$ cat src/rtl/dco_nco_if.sv
// Control/status bundle of the digitally controlled oscillator (dco_nco).
//
// Ports (as seen from the DCO, modport slave):
//   enable_i     in   level request to run the oscillator
//   cc_update_i  in   single-cycle strobe, dco_cc_i valid this cycle
//   dco_cc_i     in   signed control code from the loop filter
//   dco_clk_o    out  oscillator output (accumulator MSB)
//   wrap_o       out  one-cycle pulse after an accumulator carry-out
//   phase_o      out  current accumulator value
//   fcw_o        out  frequency control word in use
//   sat_o        out  high while fcw_o is clamped
//   running_o    out  high while the oscillator is running or stopping
// The master modport is the loop-filter / controller side.
interface dco_nco_if #(
    parameter int DCO_CC_WIDTH = 9,
    parameter int ACC_WIDTH    = 16
);
    logic                           enable_i;
    logic                           cc_update_i;
    logic signed [DCO_CC_WIDTH-1:0] dco_cc_i;
    logic                           dco_clk_o;
    logic                           wrap_o;
    logic        [ACC_WIDTH-1:0]    phase_o;
    logic        [ACC_WIDTH-1:0]    fcw_o;
    logic                           sat_o;
    logic                           running_o;

    modport master (
        output enable_i, cc_update_i, dco_cc_i,
        input  dco_clk_o, wrap_o, phase_o, fcw_o, sat_o, running_o
    );

    modport slave (
        input  enable_i, cc_update_i, dco_cc_i,
        output dco_clk_o, wrap_o, phase_o, fcw_o, sat_o, running_o
    );
endinterface

$ cat src/rtl/dco_nco.sv
// Numerically controlled model of a DCO: a phase accumulator stepped by a
// frequency control word derived from a signed control code.
//
// Ports:
//   gen_clk_i  in   system clock, all state changes on its rising edge
//   reset_i    in   asynchronous, active-high reset
//   bus        dco_nco_if.slave (enable, control-code strobe, outputs)
//
// fcw = clamp(CENTER_FCW + cc * 2^GAIN_SHIFT, 1 .. 2^(ACC_WIDTH-1)).
// A stop request lets the accumulator run until its next carry so the last
// dco_clk_o high phase is never cut short.
module dco_nco #(
    parameter int DCO_CC_WIDTH = 9,
    parameter int ACC_WIDTH    = 16,
    parameter int CENTER_FCW   = 2048,
    parameter int GAIN_SHIFT   = 2
) (
    input  logic      gen_clk_i,
    input  logic      reset_i,
    dco_nco_if.slave  bus
);

    // Wide enough that centre + shifted code can never overflow.
    localparam int RAW_W = ((ACC_WIDTH > DCO_CC_WIDTH + GAIN_SHIFT) ?
                            ACC_WIDTH : (DCO_CC_WIDTH + GAIN_SHIFT)) + 2;

    localparam logic signed [RAW_W-1:0] CENTER_RAW = RAW_W'(CENTER_FCW);
    localparam logic        [RAW_W-1:0] MAX_RAW    = RAW_W'(1) << (ACC_WIDTH - 1);

    typedef enum logic [1:0] {
        IDLE     = 2'd0,
        RUN      = 2'd1,
        STOPPING = 2'd2
    } state_t;

    state_t                         state;
    logic        [ACC_WIDTH-1:0]    acc;
    logic signed [DCO_CC_WIDTH-1:0] cc_r;
    logic        [ACC_WIDTH-1:0]    fcw_r;
    logic                           sat_r;
    logic                           wrap_r;
    logic                           running_r;

    logic signed [RAW_W-1:0]        cc_ext;
    logic signed [RAW_W-1:0]        raw;
    logic        [ACC_WIDTH:0]      clamped;
    logic        [ACC_WIDTH:0]      sum;
    logic                           carry;

    // Returns {sat, fcw}; used both for the live word and the reset value.
    function automatic logic [ACC_WIDTH:0] clamp_fcw(input logic signed [RAW_W-1:0] r);
        if (r < $signed(RAW_W'(1)))
            return {1'b1, ACC_WIDTH'(1)};
        else if (r > $signed(MAX_RAW))
            return {1'b1, MAX_RAW[ACC_WIDTH-1:0]};
        else
            return {1'b0, r[ACC_WIDTH-1:0]};
    endfunction

    always_comb begin
        cc_ext  = {{(RAW_W - DCO_CC_WIDTH){cc_r[DCO_CC_WIDTH-1]}}, cc_r};
        raw     = CENTER_RAW + (cc_ext <<< GAIN_SHIFT);
        clamped = clamp_fcw(raw);
        // One extra bit catches the carry, including the exact 2^ACC_WIDTH case.
        sum     = {1'b0, acc} + {1'b0, fcw_r};
        carry   = sum[ACC_WIDTH];
    end

    // NOTE: every register here uses non-blocking assignments so all of them
    // see the pre-edge values of each other; blocking would chain updates.
    always_ff @(posedge gen_clk_i or posedge reset_i) begin
        if (reset_i) begin
            state            <= IDLE;
            acc              <= '0;
            cc_r             <= '0;
            {sat_r, fcw_r}   <= clamp_fcw(CENTER_RAW);
            wrap_r           <= 1'b0;
            running_r        <= 1'b0;
        end else begin
            // The control path is not gated by state: a strobe is always taken.
            if (bus.cc_update_i)
                cc_r <= bus.dco_cc_i;
            {sat_r, fcw_r} <= clamped;

            unique case (state)
                IDLE: begin
                    acc    <= '0;
                    wrap_r <= 1'b0;
                    if (bus.enable_i) begin
                        state     <= RUN;
                        running_r <= 1'b1;
                    end
                end

                RUN: begin
                    acc    <= sum[ACC_WIDTH-1:0];
                    wrap_r <= carry;
                    if (!bus.enable_i)
                        state <= STOPPING;
                end

                STOPPING: begin
                    wrap_r <= carry;
                    if (bus.enable_i) begin
                        // Resume without touching the phase.
                        state <= RUN;
                        acc   <= sum[ACC_WIDTH-1:0];
                    end else if (carry) begin
                        state     <= IDLE;
                        acc       <= '0;
                        running_r <= 1'b0;
                    end else begin
                        acc <= sum[ACC_WIDTH-1:0];
                    end
                end

                default: begin
                    state     <= IDLE;
                    acc       <= '0;
                    wrap_r    <= 1'b0;
                    running_r <= 1'b0;
                end
            endcase
        end
    end

    // All outputs come straight from flops.
    assign bus.dco_clk_o = acc[ACC_WIDTH-1];
    assign bus.phase_o   = acc;
    assign bus.fcw_o     = fcw_r;
    assign bus.sat_o     = sat_r;
    assign bus.wrap_o    = wrap_r;
    assign bus.running_o = running_r;

endmodule

$ cat src/flat_wrapper.sv
// flat-port wrapper written by rule: the top's interface ports become plain ports
module dco_nco_flat 
#(
    parameter int DCO_CC_WIDTH = 9,
    parameter int ACC_WIDTH    = 16,
    parameter int CENTER_FCW   = 2048,
    parameter int GAIN_SHIFT   = 2
)
  (gen_clk_i, reset_i, bus_enable_i, bus_cc_update_i, bus_dco_cc_i, bus_dco_clk_o, bus_wrap_o, bus_phase_o, bus_fcw_o, bus_sat_o, bus_running_o);
  dco_nco_if #(.DCO_CC_WIDTH(DCO_CC_WIDTH), .ACC_WIDTH(ACC_WIDTH)) bus_i ();
  input  logic gen_clk_i;
  input  logic reset_i;
  input wire logic [$bits(bus_i.enable_i)-1:0] bus_enable_i;
  input wire logic [$bits(bus_i.cc_update_i)-1:0] bus_cc_update_i;
  input wire logic [$bits(bus_i.dco_cc_i)-1:0] bus_dco_cc_i;
  output wire logic [$bits(bus_i.dco_clk_o)-1:0] bus_dco_clk_o;
  output wire logic [$bits(bus_i.wrap_o)-1:0] bus_wrap_o;
  output wire logic [$bits(bus_i.phase_o)-1:0] bus_phase_o;
  output wire logic [$bits(bus_i.fcw_o)-1:0] bus_fcw_o;
  output wire logic [$bits(bus_i.sat_o)-1:0] bus_sat_o;
  output wire logic [$bits(bus_i.running_o)-1:0] bus_running_o;
  assign bus_i.enable_i = bus_enable_i;
  assign bus_i.cc_update_i = bus_cc_update_i;
  assign bus_i.dco_cc_i = bus_dco_cc_i;
  assign bus_dco_clk_o = bus_i.dco_clk_o;
  assign bus_wrap_o = bus_i.wrap_o;
  assign bus_phase_o = bus_i.phase_o;
  assign bus_fcw_o = bus_i.fcw_o;
  assign bus_sat_o = bus_i.sat_o;
  assign bus_running_o = bus_i.running_o;
  dco_nco #(.DCO_CC_WIDTH(DCO_CC_WIDTH), .ACC_WIDTH(ACC_WIDTH), .CENTER_FCW(CENTER_FCW), .GAIN_SHIFT(GAIN_SHIFT)) u_core (.gen_clk_i(gen_clk_i), .reset_i(reset_i), .bus(bus_i));
endmodule
$ cat config.mk
export PLATFORM = sky130hd
export DESIGN_NAME = dco_nco_flat
export DESIGN_NICKNAME = d
export VERILOG_FILES = /design/src/rtl/dco_nco_if.sv /design/src/rtl/dco_nco.sv /design/src/flat_wrapper.sv
export SDC_FILE = /design/constraint.sdc
export NUM_CORES = 1
export LEC_CHECK = 0
export ABC_AREA = 1
export ABC_CLOCK_PERIOD_IN_PS = 3530
export CAP_MARGIN = 10
export CELL_PAD_IN_SITES_DETAIL_PLACEMENT = 0
export CELL_PAD_IN_SITES_GLOBAL_PLACEMENT = 2
export CORE_MARGIN = 2
export CORE_UTILIZATION = 33
export CTS_BUF_LIST = sky130_fd_sc_hd__clkbuf_2 sky130_fd_sc_hd__clkbuf_4 sky130_fd_sc_hd__clkbuf_8
export DETAILED_ROUTE_END_ITERATION = 8
export GPL_TIMING_DRIVEN = 0
export PLACE_DENSITY = 0.92
export SYNTH_ARGS = -nofsm -noshare
export SYNTH_HDL_FRONTEND = slang
export SYNTH_SLANG_ARGS = --single-unit
$ cat constraint.sdc
create_clock -name gen_clk_i -period 3.53 [get_ports gen_clk_i]
set_input_delay 0.706 -clock gen_clk_i [delete_from_list [all_inputs] [get_ports gen_clk_i]]
set_output_delay 0.706 -clock gen_clk_i [all_outputs]
set_load 0.02 [all_outputs]
# Word level (Yosys, flattened, before mapping)
# Cells that the tools add are included.
word_totals:
  elab_cells: 38
  regBits: 46
  input_bits: 13
classes:
  n_mux: 15
  order_cmp: 2
  reduce_logical: 4
  eq_ne: 7
  bitwise: 1
  n_addsub: 2
ops:
  columns: ["cell", "count"]
  rows:
  - ["$mux 17", 2]
  - ["$mux 16", 2]
  - ["$pmux 16 s2", 1]
  - ["$gt 18x17->1 const B", 1]
  - ["$lt 18x2->1 const B", 1]
  - ["$add 16x16->17", 1]
  - ["$add 13x11->14 const A", 1]
  - ["$mux 2", 4]
  - ["$ne 2x2->1 const B", 3]
  - ["$pmux 2 s3", 1]
  - ["$mux 1", 4]
  - ["$reduce_and 4->1", 1]
  - ["$ne 3x2->1 const B", 1]
  - ["$pmux 1 s3", 1]
  - ["$reduce_and 3->1", 1]
  - ["$eq 2x1->1 const B", 1]
  - ["$eq 2x2->1 const B", 1]
  - ["$logic_not 2->1", 1]
  - ["$ne 2x1->1 const B", 1]
  - ["$reduce_or 2->1", 1]
  - ["$not 1->1", 1]

# Longest topological paths before layout
# Gate-level depths: netlist of the first run.
depth:
  ltp_word: 4
  mapped_depth: 12

# Worst setup path after synthesis of the first run
# Ideal clock, no wire load.
synth_timing:
  kind: "flip-flop to flip-flop"
  from: "register u_core.acc[2], in the netlist u_core.bus.phase_o[2]"
  to: "register u_core.acc[7], in the netlist u_core.bus.phase_o[7]"
  arrival_time_ns: 1.780
  required_time_ns: 3.410
  path_stages_with_launch: 13
  setup_ns: 0.120
  setup_slack_ns: 1.630
  path_cell_list: "dfrtp_1 ha_1 inv_1 fa_1 inv_1 nand2_1 nand3_2 nand2_1 nand3_2 nand3_2 nand2_4 buf_6 nor2_1"
synth_between:
  elab_chain_len: 4
synth_lines:
  columns: ["item", "line_no", "rtl"]
  rows:
  - ["start, declared", "dco_nco.sv:37", "logic [ACC_WIDTH-1:0] acc;"]
  - ["start signal, assigned", "dco_nco.sv:96", "acc <= sum[ACC_WIDTH-1:0];"]
  - ["start signal, assigned", "dco_nco.sv:107", "acc <= sum[ACC_WIDTH-1:0];"]
  - ["start signal, assigned", "dco_nco.sv:113", "acc <= sum[ACC_WIDTH-1:0];"]
  - ["$add 16x16->17 *", "dco_nco.sv:65", "sum = {1'b0, acc} + {1'b0, fcw_r};"]
  - ["$mux 16", "dco_nco.sv:108", "end else if (carry) begin"]
  - ["$mux 16", "dco_nco.sv:104", "if (bus.enable_i) begin"]
  - ["$pmux 16 s2 *", "dco_nco.sv:85", "unique case (state)"]
# Mark *: on every way between the ends. The rest lies on a longest branch, timed or not.
# A chain may end at the register's enable or synchronous reset.

# Final worst setup path of the first run
layout_timing:
  from: "register u_core.fcw_r[11], in the netlist u_core.bus.fcw_o[11]"
  to: "output bus_fcw_o[11]"
layout_rtl:
  columns: ["item", "line_no", "rtl"]
  rows:
  - ["start, declared", "dco_nco.sv:39", "logic [ACC_WIDTH-1:0] fcw_r;"]
  - ["start signal, assigned", "dco_nco.sv:76", "{sat_r, fcw_r} <= clamp_fcw(CENTER_RAW);"]
  - ["start signal, assigned", "dco_nco.sv:83", "{sat_r, fcw_r} <= clamped;"]
  - ["end, declared", "flat_wrapper.sv:19", "output wire logic [$bits(bus_i.fcw_o)-1:0] bus_fcw_o;"]
# No word-level cell between the ends.

==> out/metrics.csv, run 1 <==
metric;value;unit
result of the run;complete, no violations;
pin count of the biggest net entering global routing;40;
postcts setup bufs;0;
RSZ-0062 raised after global routing;no;
worst-skew pair later-pin latency;0.29;ns
vias in the first global route;1632;
xor/xnor share of the synthesized area;3.36;%
number of port buffers;40;
Final Hold Viols;0;
hold path depth;0;
Ports;49;
critical path depth;1;
Max-slew headroom;45.9;%
Avg Inst Size Synth;8.84;sq um
router iterations before antenna repair;4;
f_max;0.468;GHz
WL final;4.38;mm
worst path arrival time;1.43;ns
fin worst setup slack;1.39;ns
main combinational cell family by area after synthesis;simple AND/OR/NAND/NOR gates;
filler cell count;619;
clk sink count;39;
synth cell count leaders;55 x nand2_1, 38 x dfrtp_1, 33 x inv_1, 26 x nor2_1, 14 x ha_1;
clk_skew;0.00739;ns
critical setup path kind;flop to output port;
most common cell in the netlist;nand2_1;
R2R cell count;12;
H-tree depth;2;
std cell rows;28;
Crit. End Element;output port;
Yosys reg bits;39;
Starting Density;34.6;%
Static Leak;1.33;nW
CP bufs+invs;1;
Total Nets Final;317;
power density cells;624;nW/um^2
multiplexer share of the synthesized area;4.32;%
synthesized-area fraction occupied by adder cells;9.36;%
initial antenna violation count;0;
final core occ;45.1;%
die width;83.5;um
number of diodes;0;
worst-path fanout max;2;
HPWL reported at the end of detailed placement;3.44;mm
post-synth top area share;45.6;%
worst hold path class;flop to flop;
die area;6970;sq um
Critical Path RT;2.82;ns
final count of pins violating max slew;0;
crit-path leading delay family;buffers and inverters;
sequential fraction of the synthesis area;46.9;%
layout cells sized above 1;11.4;%
CP max stage cell;clkdlybuf4s50_1;
Final Cell Area;2720;sq um
worst-margin pin slew;0.810;ns
core outline area;6030;sq um
crit-path cells;clkdlybuf4s50_1;
placed inst area;2600;sq um
GRT Overall Usage;13.6;%
non-filler cells in the finished layout;365;
Final Cycle Share;60.5;%
Min Hold Slack;0.378;ns
CTS Hold Bufs;0;
cts bufs inserted;5;
drt wl/cell;12.0;um
Yosys top cell by area;dfrtp_1;
reg2reg setup slack;1.42;ns
max-cap violations;0;
# DRC;0;
DRC violation total after the first TritonRoute iteration;72;
post_cts resized;0;
TNS Setup;0;ns
CP startpoint kind;flop;
most used flip-flop cell after synthesis;dfrtp_1;
placed cells;357;
Yosys cell types;26;
simple-gate share of the synthesized area;22.8;%
vias;1630;
Post-Place Setup Slack;1.42;ns
vias per inst;4.47;
synthesized cell area;2090;sq um
GP Congestion;0.789;
VDD IR-drop max;286;uV
Root Driver;clkbuf_8;
biggest cell delay along the critical path;0.60;ns
Final Setup Violations;0;
area grow syn2layout;30.4;%
Min Clock Period, post-route;2.14;ns
DIE HEIGHT;83.5;um
yosys warns;0;
Post-synth EDFFs;0;
CTS tree;built;
synth top area cells;dfrtp_1 46%, nand2_1 9.9%, ha_1 8.4%;
Async SR Flop Fraction;100;%
Final ANT Viol Nets;0;
post-synthesis cell count;236;
Worst-path clk slew;0.08;ns
grt ovf;0;
post-synthesis compound-gate area fraction;3.60;%
CTS Buffer Depth;2;
global-route wire length before repair;7.66;mm
Design Power;1.70;mW
-- metal layers --
| metal | track usage, % | share of wire, % | up-vias |
|---|---|---|---|
| li1 | - | - | 841 |
| met1 | 18.7 | 51 | 751 |
| met2 | 21.6 | 43 | 32 |
| met3 | 2.67 | 3.9 | 6 |
| met4 | 4.40 | 1.4 | 0 |
| met5 | 0 | 0 | - |
-- final cells by class --
class / count / area [sq um] / share of cell area (%)
sequential: 39 / 977 / 35.9
buffer: 10 / 75.1 / 2.76
tap: 75 / 93.8 / 3.45
clock buffer: 5 / 68.8 / 2.53
inverter: 33 / 124 / 4.56
timing repair buffer: 40 / 400 / 14.7
clock inverter: 3 / 47.5 / 1.75
multi-input combinational: 160 / 932 / 34.3
-- state kept, by name (all words and copies together), names as in the netlist --
signal and flops:
u_core.state 2, u_core.cc_r 9, u_core.bus.wrap_o 1, u_core.bus.running_o 1
u_core.bus.fcw_o 10, u_core.bus.phase_o 16
-- cell families after synthesis --
family,Yosys count
AOI/OAI and AO/OA,14
xor gates and xnor gates,8
adders and majority gates,15
buffers and inverters,43
DFF,39
muxes,8
other,1
and+or+nand+nor,108
-- power by group --
group          switching, mW  internal [mW]  total [mW]
Sequential            0.0530          0.522       0.575
Clock                  0.170          0.214       0.384
Combinational          0.429          0.308       0.737
-- final timing paths --
kind | startpoint | end
worst max register to register | u_core.bus.fcw_o[2]$_DFF_PP0_ | u_core.bus.phase_o[10]$_DFF_PP0_
worst max-delay path | u_core.bus.fcw_o[11]$_DFF_PP1_ | bus_fcw_o[11]
worst min-delay path | u_core.cc_r[8]$_DFFE_PP0P_ | u_core.bus.fcw_o[10]$_DFF_PP0_
max in group asynchronous | reset_i | u_core.cc_r[2]$_DFFE_PP0P_
min in group asynchronous | reset_i | u_core.bus.phase_o[8]$_DFF_PP0_
worst min register to register | u_core.cc_r[8]$_DFFE_PP0P_ | u_core.bus.fcw_o[10]$_DFF_PP0_
-- placed cells by master (no fill, tap or decap), types with 3 or more instances in the layout --
master,count
o21ai_0,5
mux2_2,8
clkdlybuf4s50_1,40
clkbuf_8,5
ha_1,14
dfrtp_1,38
nor2_1,26
nand2_1,55
a21oi_1,7
nand4_1,6
xnor2_1,6
nand3_1,12
inv_1,32
nand3_2,3
conb_1,7
buf_4,8
No activity file was read; power rests on OpenSTA's default activity.
==> run 2, diff against run 1 <==
--- a/config.mk
+++ b/config.mk
@@ -6,16 +6,16 @@
 export NUM_CORES = 1
 export LEC_CHECK = 0
 export ABC_AREA = 1
-export ABC_CLOCK_PERIOD_IN_PS = 3530
+export ABC_CLOCK_PERIOD_IN_PS = 1800
 export CAP_MARGIN = 10
 export CELL_PAD_IN_SITES_DETAIL_PLACEMENT = 0
 export CELL_PAD_IN_SITES_GLOBAL_PLACEMENT = 2
 export CORE_MARGIN = 2
-export CORE_UTILIZATION = 33
+export CORE_UTILIZATION = 27
 export CTS_BUF_LIST = sky130_fd_sc_hd__clkbuf_2 sky130_fd_sc_hd__clkbuf_4 sky130_fd_sc_hd__clkbuf_8
 export DETAILED_ROUTE_END_ITERATION = 8
 export GPL_TIMING_DRIVEN = 0
-export PLACE_DENSITY = 0.92
+export PLACE_DENSITY = 0.81
 export SYNTH_ARGS = -nofsm -noshare
 export SYNTH_HDL_FRONTEND = slang
 export SYNTH_SLANG_ARGS = --single-unit
==> constraint.sdc (replaced) <==
create_clock -name gen_clk_i -period 1.8 [get_ports gen_clk_i]
set_input_delay 0.36 -clock gen_clk_i [delete_from_list [all_inputs] [get_ports gen_clk_i]]
set_output_delay 0.36 -clock gen_clk_i [all_outputs]
set_load 0.02 [all_outputs]
==> run 2 against run 1 <==
Against the previous run:
- the flow now finishes with violations (setup timing)
- critical path depth is 11 higher
- via count up 2.1%
- worst hold slack got worse by 0.0093 ns
- global-route usage down 1.4 points
- sequential power up 100%
- power up 130%
- routed wire length increased by 14%
- flip-flop and latch count unchanged
- sequential share of layout area is 3.6 points lower
- count of clock-buffer cells in the layout did not move
==> out/metrics.csv, run 2 (same netlist as run 1, synthesis figures left out) <==
metric;value;unit
router iterations before antenna repair;4;
vias per inst;4.15;
reg2reg setup slack;-0.01;ns
CTS Buffer Depth;2;
crit-path cells;ha_4 -> inv_2 -> fa_2 -> inv_2 -> nand2_2 -> nand3_2 -> nand2_2 -> nand3_4 -> nand3_4 -> nand2_8 -> clkbuf_16 -> nor2_2;
GP Congestion;0.758;
std cell rows;32;
initial antenna violation count;0;
clk sink count;39;
fin worst setup slack;-0.0115;ns
area grow syn2layout;45.2;%
Max-slew headroom;46.5;%
Final Cell Area;3030;sq um
CP bufs+invs;3;
Final Cycle Share;101;%
Critical Path RT;1.99;ns
CTS Hold Bufs;0;
worst-margin pin slew;0.801;ns
final count of pins violating max slew;0;
power density cells;1270;nW/um^2
TNS Setup;-0.0449;ns
violated checks;setup timing;
result of the run;finished with violations;
clk_skew;0.0136;ns
global-route wire length before repair;8.16;mm
Worst-path clk slew;0.09;ns
layout cells sized above 1;23.4;%
max-cap violations;0;
HPWL reported at the end of detailed placement;3.65;mm
H-tree depth;2;
R2R cell count;12;
f_max;0.552;GHz
WL final;4.99;mm
Crit. End Element;flop;
worst path arrival time;2.00;ns
CP startpoint kind;flop;
DRC violation total after the first TritonRoute iteration;55;
commonest non-fill, non-tap cell in the layout;nand2_1;
Final Hold Viols;0;
RSZ-0062 raised after global routing;yes;
most frequent cells in the layout;51 x nand2_1, 36 x clkdlybuf4s50_1, 36 x dfrtp_1, 30 x inv_1, 20 x nor2_1;
GRT Overall Usage;12.2;%
critical setup path kind;flop to flop;
biggest cell delay along the critical path;0.40;ns
CTS tree;built;
pin count of the biggest net entering global routing;40;
die area;8440;sq um
grt ovf;0;
vias;1665;
worst-path fanout max;5;
core outline area;7610;sq um
vias in the first global route;1678;
Final ANT Viol Nets;0;
critical path depth;12;
number of diodes;0;
Root Driver;clkbuf_8;
Min Clock Period, post-route;1.81;ns
cts bufs inserted;5;
die width;91.9;um
CP endpoint;u_core.bus.phase_o[7]$_DFF_PP0_;
Design Power;3.84;mW
Worst Setup SP;u_core.bus.phase_o[2]$_DFF_PP0_;
final core occ;39.8;%
placed cells;384;
DIE HEIGHT;91.9;um
CP max stage cell;dfrtp_2;
filler cell count;777;
Starting Density;27.4;%
worst r2r src;u_core.bus.phase_o[2]$_DFF_PP0_;
Ports;49;
placed inst area;2640;sq um
crit-path leading delay family;adder cells;
VDD IR-drop max;458;uV
Static Leak;1.43;nW
non-filler cells in the finished layout;401;
drt wl/cell;12.4;um
# DRC;0;
Final Setup Violations;8;
worst hold path class;flop to flop;
number of flip-flops in the largest register;16;
worst-skew pair later-pin latency;0.30;ns
number of port buffers;40;
Total Nets Final;326;
worst r2r dst;u_core.bus.phase_o[7]$_DFF_PP0_;
[run 2: changes by cell type in the layout (fill, tap and decap cells not counted), moves of 4 or more]
cell,before,now
ha_1,14,5
ha_4,0,9
buf_4,8,16
nor2_1,26,20
nor2_2,1,7
clkdlybuf4s50_1,40,36
nand2_1,55,51
nand2_2,1,5
[run 2: layer usage]
| layer | track usage (%) | up-vias | wire length, um |
|---|---|---|---|
| met1 | 16.6 | 774 | 2360 |
| met2 | 19.7 | 35 | 2400 |
| li1 | - | 852 | - |
| met5 | 0 | - | 0 |
| met3 | 2.22 | 4 | 181 |
| met4 | 3.98 | 0 | 47 |
[run 2: area by class of cell]
| class | count | area (sq um) | area share (%) |
|---|---|---|---|
| Inverter | 33 | 124 | 4.09 |
| Clock inverter | 3 | 46.3 | 1.53 |
| Buffer | 10 | 78.8 | 2.60 |
| Multi-Input combinational cell | 160 | 1110 | 36.8 |
| Sequential cell | 39 | 980 | 32.4 |
| Tap cell | 102 | 128 | 4.21 |
| Timing Repair Buffer | 49 | 488 | 16.1 |
| Clock buffer | 5 | 68.8 | 2.27 |
[run 2: stage by stage]
step	setup WS [ns]	hold WS [ns]
global route	-0.104	0.391
finish	-0.0115	0.369
global placement	-0.471	0.355
detailed placement	-0.208	0.359
CTS	-0.0376	0.371
floorplan	0.0141	0.350
[run 2: worst min-delay path by stage]
| stage | depth (start not counted) | start | to | slack [ns] |
|---|---|---|---|---|
| 2_1_floorplan | 0 | u_core.cc_r[0]$_DFFE_PP0P_ | u_core.bus.fcw_o[2]$_DFF_PP0_ | 0.35 |
| 3_3_place_gp | 0 | u_core.cc_r[4]$_DFFE_PP0P_ | u_core.bus.fcw_o[6]$_DFF_PP0_ | 0.36 |
| 3_5_place_dp | 0 | u_core.cc_r[3]$_DFFE_PP0P_ | u_core.bus.fcw_o[5]$_DFF_PP0_ | 0.36 |
| 4_1_cts | 0 | u_core.cc_r[4]$_DFFE_PP0P_ | u_core.bus.fcw_o[6]$_DFF_PP0_ | 0.37 |
| 5_1_grt | 0 | u_core.cc_r[0]$_DFFE_PP0P_ | u_core.bus.fcw_o[2]$_DFF_PP0_ | 0.39 |
| 6_report | 0 | u_core.cc_r[4]$_DFFE_PP0P_ | u_core.bus.fcw_o[6]$_DFF_PP0_ | 0.37 |
[run 2: timing repair]
action / CTS / global route
gates resized for setup: 11 / 23
cloned: 0 / 1
pin swaps: 1 / 5
endpoints found under the setup margin: 19 / 20
setup buffers: 5 / 3
[run 2: where the power goes]
part / switching [mW] / internal (mW) / leakage (nW)
clock network: 0.337 / 0.418 / 0.0548
registers: 0.142 / 1.03 / 0.491
logic: 0.995 / 0.921 / 0.882
==> run 3, diff against run 2 <==
--- a/config.mk
+++ b/config.mk
@@ -7,7 +7,6 @@
 export LEC_CHECK = 0
 export ABC_AREA = 1
 export ABC_CLOCK_PERIOD_IN_PS = 1800
-export CAP_MARGIN = 10
 export CELL_PAD_IN_SITES_DETAIL_PLACEMENT = 0
 export CELL_PAD_IN_SITES_GLOBAL_PLACEMENT = 2
 export CORE_MARGIN = 2
@@ -15,6 +14,8 @@
 export CTS_BUF_LIST = sky130_fd_sc_hd__clkbuf_2 sky130_fd_sc_hd__clkbuf_4 sky130_fd_sc_hd__clkbuf_8
 export DETAILED_ROUTE_END_ITERATION = 8
 export GPL_TIMING_DRIVEN = 0
+export HOLD_SLACK_MARGIN = 0.1
+export MAX_ROUTING_LAYER = met4
 export PLACE_DENSITY = 0.81
 export SYNTH_ARGS = -nofsm -noshare
 export SYNTH_HDL_FRONTEND = slang
==> run 3 against run 2 <==
Against the previous run:
- the run still ends with setup timing left
- clock skew is essentially flat
- first-iteration DRC count up 16%
- combinational power barely moved
- sequential power about the same
- utilization is the same
- register-to-register slack about the same
- critical path depth unchanged
- die area unchanged
- largest cell class unchanged
==> out/metrics.csv, run 3 (same netlist as run 1, synthesis figures left out) <==
metric;value;unit
Root Driver;clkbuf_8;
CP max stage cell;dfrtp_2;
vias per inst;4.15;
H-tree depth;2;
final core occ;39.8;%
register area;980;sq um
most frequent cells in the layout;51 x nand2_1, 36 x clkdlybuf4s50_1, 36 x dfrtp_1, 30 x inv_1, 20 x nor2_1;
GRT Overall Usage;12.5;%
Final Cycle Share;101;%
DIE HEIGHT;91.9;um
worst r2r src;u_core.bus.phase_o[2]$_DFF_PP0_;
Sw Ratio;38.3;%
VDD IR-drop max;458;uV
worst-skew pair later-pin latency;0.30;ns
core outline area;7610;sq um
global-route wire length before repair;8.16;mm
GP Congestion;0.768;
initial antenna violation count;0;
die area;8440;sq um
crit-path cells;ha_4 -> inv_2 -> fa_2 -> inv_2 -> nand2_2 -> nand3_2 -> nand2_2 -> nand3_4 -> nand3_4 -> nand2_8 -> clkbuf_16 -> nor2_2;
drt wl/cell;12.4;um
critical setup path kind;flop to flop;
Worst-path clk slew;0.09;ns
worst-margin pin slew;0.804;ns
Critical Path RT;1.99;ns
die width;91.9;um
multi-input logic area;1110;sq um
router iterations before antenna repair;4;
Crit. End Element;flop;
Total Nets Final;326;
Hold Crit Start;u_core.cc_r[4]$_DFFE_PP0P_;
Min Hold Slack;0.369;ns
number of flip-flops in the largest register;16;
worst-path fanout max;5;
vias;1666;
commonest non-fill, non-tap cell in the layout;nand2_1;
Comb pwr share;49.9;%
number of port buffers;40;
result of the run;finished with violations;
filler cell count;777;
Max-slew headroom;46.3;%
fin worst setup slack;-0.0112;ns
Post-Place Setup Slack;-0.208;ns
final count of pins violating max slew;0;
clk_skew;0.0136;ns
RSZ-0062 raised after global routing;yes;
biggest cell delay along the critical path;0.40;ns
part of the power in registers;30.5;%
DRC violation total after the first TritonRoute iteration;64;
Starting Density;27.4;%
area grow syn2layout;45.2;%
pin count of the biggest net entering global routing;40;
reg2reg setup slack;-0.01;ns
Pint;2.37;mW
std cell rows;32;
clk sink count;39;
CTS Hold Bufs;0;
# DRC;0;
Worst Setup SP;u_core.bus.phase_o[2]$_DFF_PP0_;
power density cells;1270;nW/um^2
CP startpoint kind;flop;
worst hold path class;flop to flop;
cts bufs inserted;5;
share of total power in the clock network;19.6;%
Min Clock Period, post-route;1.81;ns
max-cap violations;0;
vias in the first global route;1681;
CTS tree;built;
Net Switching;1.47;mW
worst path arrival time;2.00;ns
violated checks;setup timing;
grt ovf;0;
number of diodes;0;
HPWL reported at the end of detailed placement;3.65;mm
WL final;4.98;mm
Final Hold Viols;0;
Static Leak;1.43;nW
Final Setup Violations;8;
layout cells sized above 1;23.4;%
Final ANT Viol Nets;0;
CTS Buffer Depth;2;
Ports;49;
f_max;0.552;GHz
-- run 3: cell counts in the layout (fill, tap and decap cells not counted) --
No cell type changed its count.
-- run 3: power by group through the flow --
stage,registers (mW),logic [mW],clock network [mW]
after global placement,1.15,1.47,0
after floorplan,1.25,0.897,0
final,1.17,1.92,0.752
after CTS,1.15,1.63,0.784
after global routing,1.19,2.11,0.812
after detailed placement,1.15,1.48,0
-- run 3: through the flow --
stage	instance area, sq um	instances	TNS (ns)	total power [mW]
finish	3030	401	-0.0427	3.84
CTS	2850	397	-0.182	3.57
detailed placement	2640	384	-2.05	2.63
global placement	2640	384	-15.45	2.62
global route	3030	401	-1.52	4.11
floorplan	2120	242	0	2.15
-- run 3: worst paths after layout --
path                                               endpoint  cells after the start
min reg2reg                   u_core.bus.fcw_o[6]$_DFF_PP0_                      0
min in group asynchronous  u_core.bus.phase_o[13]$_DFF_PP0_                      2
max in group asynchronous     u_core.bus.fcw_o[2]$_DFF_PP0_                      2
min                           u_core.bus.fcw_o[6]$_DFF_PP0_                      0
max reg2reg                 u_core.bus.phase_o[7]$_DFF_PP0_                     12
max                         u_core.bus.phase_o[7]$_DFF_PP0_                     12
-- run 3: worst max-delay path: cells and delay by family (launching register included) --
kind,cells,cell delay [ns]
buf+inv,3,0.25
simple gates,7,0.52
flops,1,0.40
fa+ha+maj,2,0.53
-- run 3: layer usage --
| layer | wire [um] | share of wire [%] | global-route usage (%) | up-vias |
|---|---|---|---|---|
| met2 | 2390 | 48 | 19.7 | 37 |
| met5 | 0 | 0 | - | - |
| met4 | 46 | 0.92 | 3.98 | 0 |
| li1 | - | - | - | 853 |
| met1 | 2370 | 47 | 16.6 | 770 |
| met3 | 177 | 3.6 | 2.14 | 6 |
-- run 3: repair_timing --
action | 4_1_cts | 5_1_grt
hold endpoints to repair | 0 | 0
resized for setup | 11 | 23
gates cloned | 0 | 1
pin swaps | 1 | 5
setup endpoints to repair | 19 | 20
setup buffers | 5 | 3
-- run 3: layout make-up --
class,count,share of cell area [%]
buffer,10,2.60
clock inverter,3,1.53
clock buffer,5,2.27
tap,102,4.21
sequential,39,32.4
inverter,33,4.09
timing repair buffer,49,16.1
multi-input combinational,160,36.8
==> edit 1 (flow settings as in run 1) <==
Re-encode `state_t` (3 states) as one-hot, 3 bits wide.
--- a/src/rtl/dco_nco.sv
+++ b/src/rtl/dco_nco.sv
@@ -28,8 +28,8 @@
     localparam logic        [RAW_W-1:0] MAX_RAW    = RAW_W'(1) << (ACC_WIDTH - 1);
 
-    typedef enum logic [1:0] {
-        IDLE     = 2'd0,
-        RUN      = 2'd1,
-        STOPPING = 2'd2
+    typedef enum logic [2:0] {
+        IDLE     = 3'b001,
+        RUN      = 3'b010,
+        STOPPING = 3'b100
     } state_t;
 
Function: no difference found for any inputs over 10 cycles, from zero or initial values and one cycle with reset_i high; not proved beyond that.
==> edit 1 against run 1 <==
  * Setup slack lost 0.0079 ns
  * Wire length decreased by 1.5%
  * Synthesized area up 3.1%
  * Clock skew up 0.0040 ns
  * Critical path depth unchanged
  * Hold slack worse by 0.0018 ns
  * Combinational power rose by 10%
  * Sequential cell count up 1
  * Register-to-register slack better by 0.05 ns
  * Final area up 1.4%
  * Sequential power is 4.9% higher
  * Fmax shrank 0.37%
  * Power grew 1.2%
==> edit 1: results (changes against run 1) <==
[yosys]
synthAdderAreaFrac = 0.0675  ; was 0.0936
synth_compound_area_frac = 0.0291  ; was 0.0360
ys_seq_area_frac = 0.467  ; was 0.469
synthXorXnorAreaFrac = 0.0326  ; was 0.0336
yosysUniqueCellTypes = 24  ; was 26

[pwr]
net-switching-power_uw = 682  ; was 652 uW
ir_drop_mv = 0.244  ; was 0.286 mV

[min_path]
hold_end = u_core.bus.fcw_o[6]  ; was u_core.bus.fcw_o[10]
worstHoldStart = u_core.cc_r[4]  ; was u_core.cc_r[8]

[grt]
grtUsageTotal = 0.134  ; was 0.136
grt_pass1_vias = 1664  ; was 1,632
grt_max_degree = 41  ; was 40
grt_pass1_wl_um = 7760  ; was 7660 um

[sta]
skew_ns = 0.0114  ; was 0.00739 ns
timing_worst_slew_pin_value_ns = 0.809  ; was 0.810 ns

[critical_path]
regToRegSetupSlack_ns = 1.47  ; was 1.42 ns

[run_status]
status = finished clean  ; unchanged

[placement]
place_congestion = 0.766  ; was 0.789
post_dp_cell_area_sq_um = 2670  ; was 2600 sq um
dp_hpwl_um = 3440  ; about the same

[detailed_routing]
first_iter_violations = 48  ; was 72
drt-total-wl_um = 4320  ; was 4380 um
post_drt_via_cell_ratio = 4.32  ; was 4.47

[finish]
n_fill_cell = 655  ; was 619
nets = 335  ; was 317

[edit 1: changes by cell type in the layout (fill, tap and decap cells not counted), moves of 2 or more]
cell      delta
inv_1       +18
ha_1         -4
nand3b_1     +2
nand2_1     +19
o21ai_0      -2
nor2_1      -10
[edit 1: layout make-up]
cell class | count | share of cell area
Sequential cell | 40 | 0.364
Multi-Input combinational cell | 163 | 0.327
Clock buffer | 6 | 0.0277
Inverter | 51 | 0.0694
Timing Repair Buffer | 40 | 0.145
Buffer | 10 | 0.0272
Tap cell | 77 | 0.0349
Clock inverter | 2 | 0.00454
[edit 1: cell families after synthesis]
group	Yosys count
flops	40
compound gates	12
xor+xnor	8
mux	8
fa+ha+maj	11
buf+inv	61
other cells	1
simple gates	117
[edit 1: routing by layer]
| metal | GRT usage | share of wire | up-vias |
|---|---|---|---|
| met4 | 0.0433 | 0.0093 | 0 |
| li1 | - | - | 879 |
| met3 | 0.0197 | 0.036 | 2 |
| met2 | 0.219 | 0.49 | 38 |
| met5 | 0 | 0 | - |
| met1 | 0.183 | 0.47 | 761 |
[edit 1: power by group through the flow]
stage | combinational (mW) | clock (mW) | sequential, mW
global route | 0.926 | 0.329 | 0.618
CTS | 0.827 | 0.311 | 0.605
floorplan | 0.494 | 0 | 0.677
detailed placement | 0.819 | 0 | 0.614
finish | 0.814 | 0.299 | 0.603
global placement | 0.816 | 0 | 0.610
[edit 1: stage by stage]
stage               cells  total power [mW]  hold slack [ns]  setup slack [ns]  utilization
floorplan             264              1.17            0.350              1.62            -
global route          389              1.87            0.389              1.27        0.437
finish                389              1.72            0.376              1.39        0.437
detailed placement    381              1.43            0.361              1.46        0.423
global placement      381              1.43            0.356              1.05        0.423
CTS                   389              1.74            0.381              1.37        0.437
==> edit 2 (settings of run 1) <==
Without the edit above. `ACC_WIDTH` is set to 16 in 3 places; all go to 32.
--- a/src/rtl/dco_nco_if.sv
+++ b/src/rtl/dco_nco_if.sv
@@ -14,5 +14,5 @@
 interface dco_nco_if #(
     parameter int DCO_CC_WIDTH = 9,
-    parameter int ACC_WIDTH    = 16
+    parameter int ACC_WIDTH    = 32
 );
     logic                           enable_i;
--- a/src/rtl/dco_nco.sv
+++ b/src/rtl/dco_nco.sv
@@ -12,5 +12,5 @@
 module dco_nco #(
     parameter int DCO_CC_WIDTH = 9,
-    parameter int ACC_WIDTH    = 16,
+    parameter int ACC_WIDTH    = 32,
     parameter int CENTER_FCW   = 2048,
     parameter int GAIN_SHIFT   = 2
--- a/src/flat_wrapper.sv
+++ b/src/flat_wrapper.sv
@@ -3,5 +3,5 @@
 #(
     parameter int DCO_CC_WIDTH = 9,
-    parameter int ACC_WIDTH    = 16,
+    parameter int ACC_WIDTH    = 32,
     parameter int CENTER_FCW   = 2048,
     parameter int GAIN_SHIFT   = 2
Interface: changed (resized bus_fcw_o and bus_phase_o); port bits go from 49 to 81. The function was not compared with the original's and may differ.
==> edit 2 against run 1 <==
  * Hold slack better by 0.00090 ns
  * Power up 22%
  * Setup slack worse by 0.12 ns
  * Clock power down 6.8%
  * Sequential cell count up 16
  * Die area up 52%
  * Register-to-register slack worse by 0.14 ns
  * Synthesized area up 55%
  * Clock skew down 0.0012 ns
  * Combinational power up 28%
  * Wire length up 67%
  * Final area up 53%
  * Critical path type is now register to register
  * Critical endpoint is now u_core.bus.phase_o[7]
  * Largest cell class is now multi-input gates
  * Highest routed layer unchanged
==> edit 2: results (changes against run 1) <==
[run_status]
status = finished clean  ; unchanged

[clock_tree]
clk_transition_reported_paths_ns = 0.10  ; was 0.08 ns
insertion_delay_ns = 0.31  ; was 0.29 ns

[yosys]
synth_mux_area_frac = 0.0278  ; was 0.0432
ys_seq_area_frac = 0.426  ; was 0.469
synth_area_leaders = dfrtp_1 (42%), nand2_1 (13%), nor2_1 (6.4%)  ; was dfrtp_1 (46%), nand2_1 (9.9%), ha_1 (8.4%)
synth_cells = 403  ; was 236

[detailed_routing]
wl_per_cell_um = 11.8  ; was 12.0 um
first_iter_violations = 53  ; was 72
post_drt_via_cell_ratio = 4.23  ; was 4.47

[sta]
fin_crit_ns = 2.25  ; was 2.14 ns
worst_slew_margin_rel = 0.559  ; was 0.459
skew_ns = 0.00618  ; was 0.00739 ns

[finish]
stdcell_count = 623  ; was 365
drive_above_1_share = 0.122  ; was 0.114

[pwr]
ir_drop_mv = 0.325  ; was 0.286 mV
p_leak_nw = 1.99  ; was 1.33 nW
p_int_mw = 1.26  ; was 1.04 mW
p_comb_frac = 0.457  ; was 0.434

[critical_path]
worst-r2r-cell-count = 14  ; was 12
cp_top_family = simple AND/OR/NAND/NOR gates  ; was buffers and inverters
max_stage_delay_ns = 0.41  ; was 0.60 ns
worstSetupStartpoint = u_core.bus.fcw_o[2]  ; was u_core.bus.fcw_o[11]
cp.arrival_ns = 2.49  ; was 1.43 ns
worstSetupEndpoint = u_core.bus.phase_o[7]  ; was bus_fcw_o[11]
cpMaxStageDelayCell = fa_1  ; was clkdlybuf4s50_1

[placement]
io_buffers = 56  ; was 40
dp_hpwl_um = 5870  ; was 3440 um
post_dp_cell_area_sq_um = 4070  ; was 2600 sq um
placed_cells = 615  ; was 357

[grt]
grt_pass1_vias = 2599  ; was 1,632
grt_max_degree = 30  ; was 40

-- edit 2: cell types whose count changed in the layout (fill, tap and decap cells not counted), moves of 4 or more --
cell                    run 1  this run
nand3_1                    12        21
conb_1                      7        23
buf_4                       8        24
xor2_1                      2         6
dfrtp_1                    38        54
inv_1                      32        45
nor2_1                     26        55
nand2_2                     1         5
nand2_1                    55       111
xnor2_1                     6        12
clkdlybuf4s50_1            40        56
nor3_1                      1         6
-- edit 2: layout make-up --
| class | count | area share |
|---|---|---|
| multi-input combinational | 296 | 0.371 |
| sequential | 55 | 0.332 |
| timing repair buffer | 57 | 0.140 |
| buffer | 28 | 0.0551 |
| inverter | 46 | 0.0416 |
| tap | 133 | 0.0400 |
| clock buffer | 6 | 0.0184 |
| clock inverter | 2 | 0.00301 |
-- edit 2: routing by layer --
layer  up-vias  track usage  wire length, um
li1       1368            -                -
met1      1220        0.205             3590
met2        42        0.248             3370
met3         5       0.0271              297
met4         0       0.0334               70
met5         -            0                0
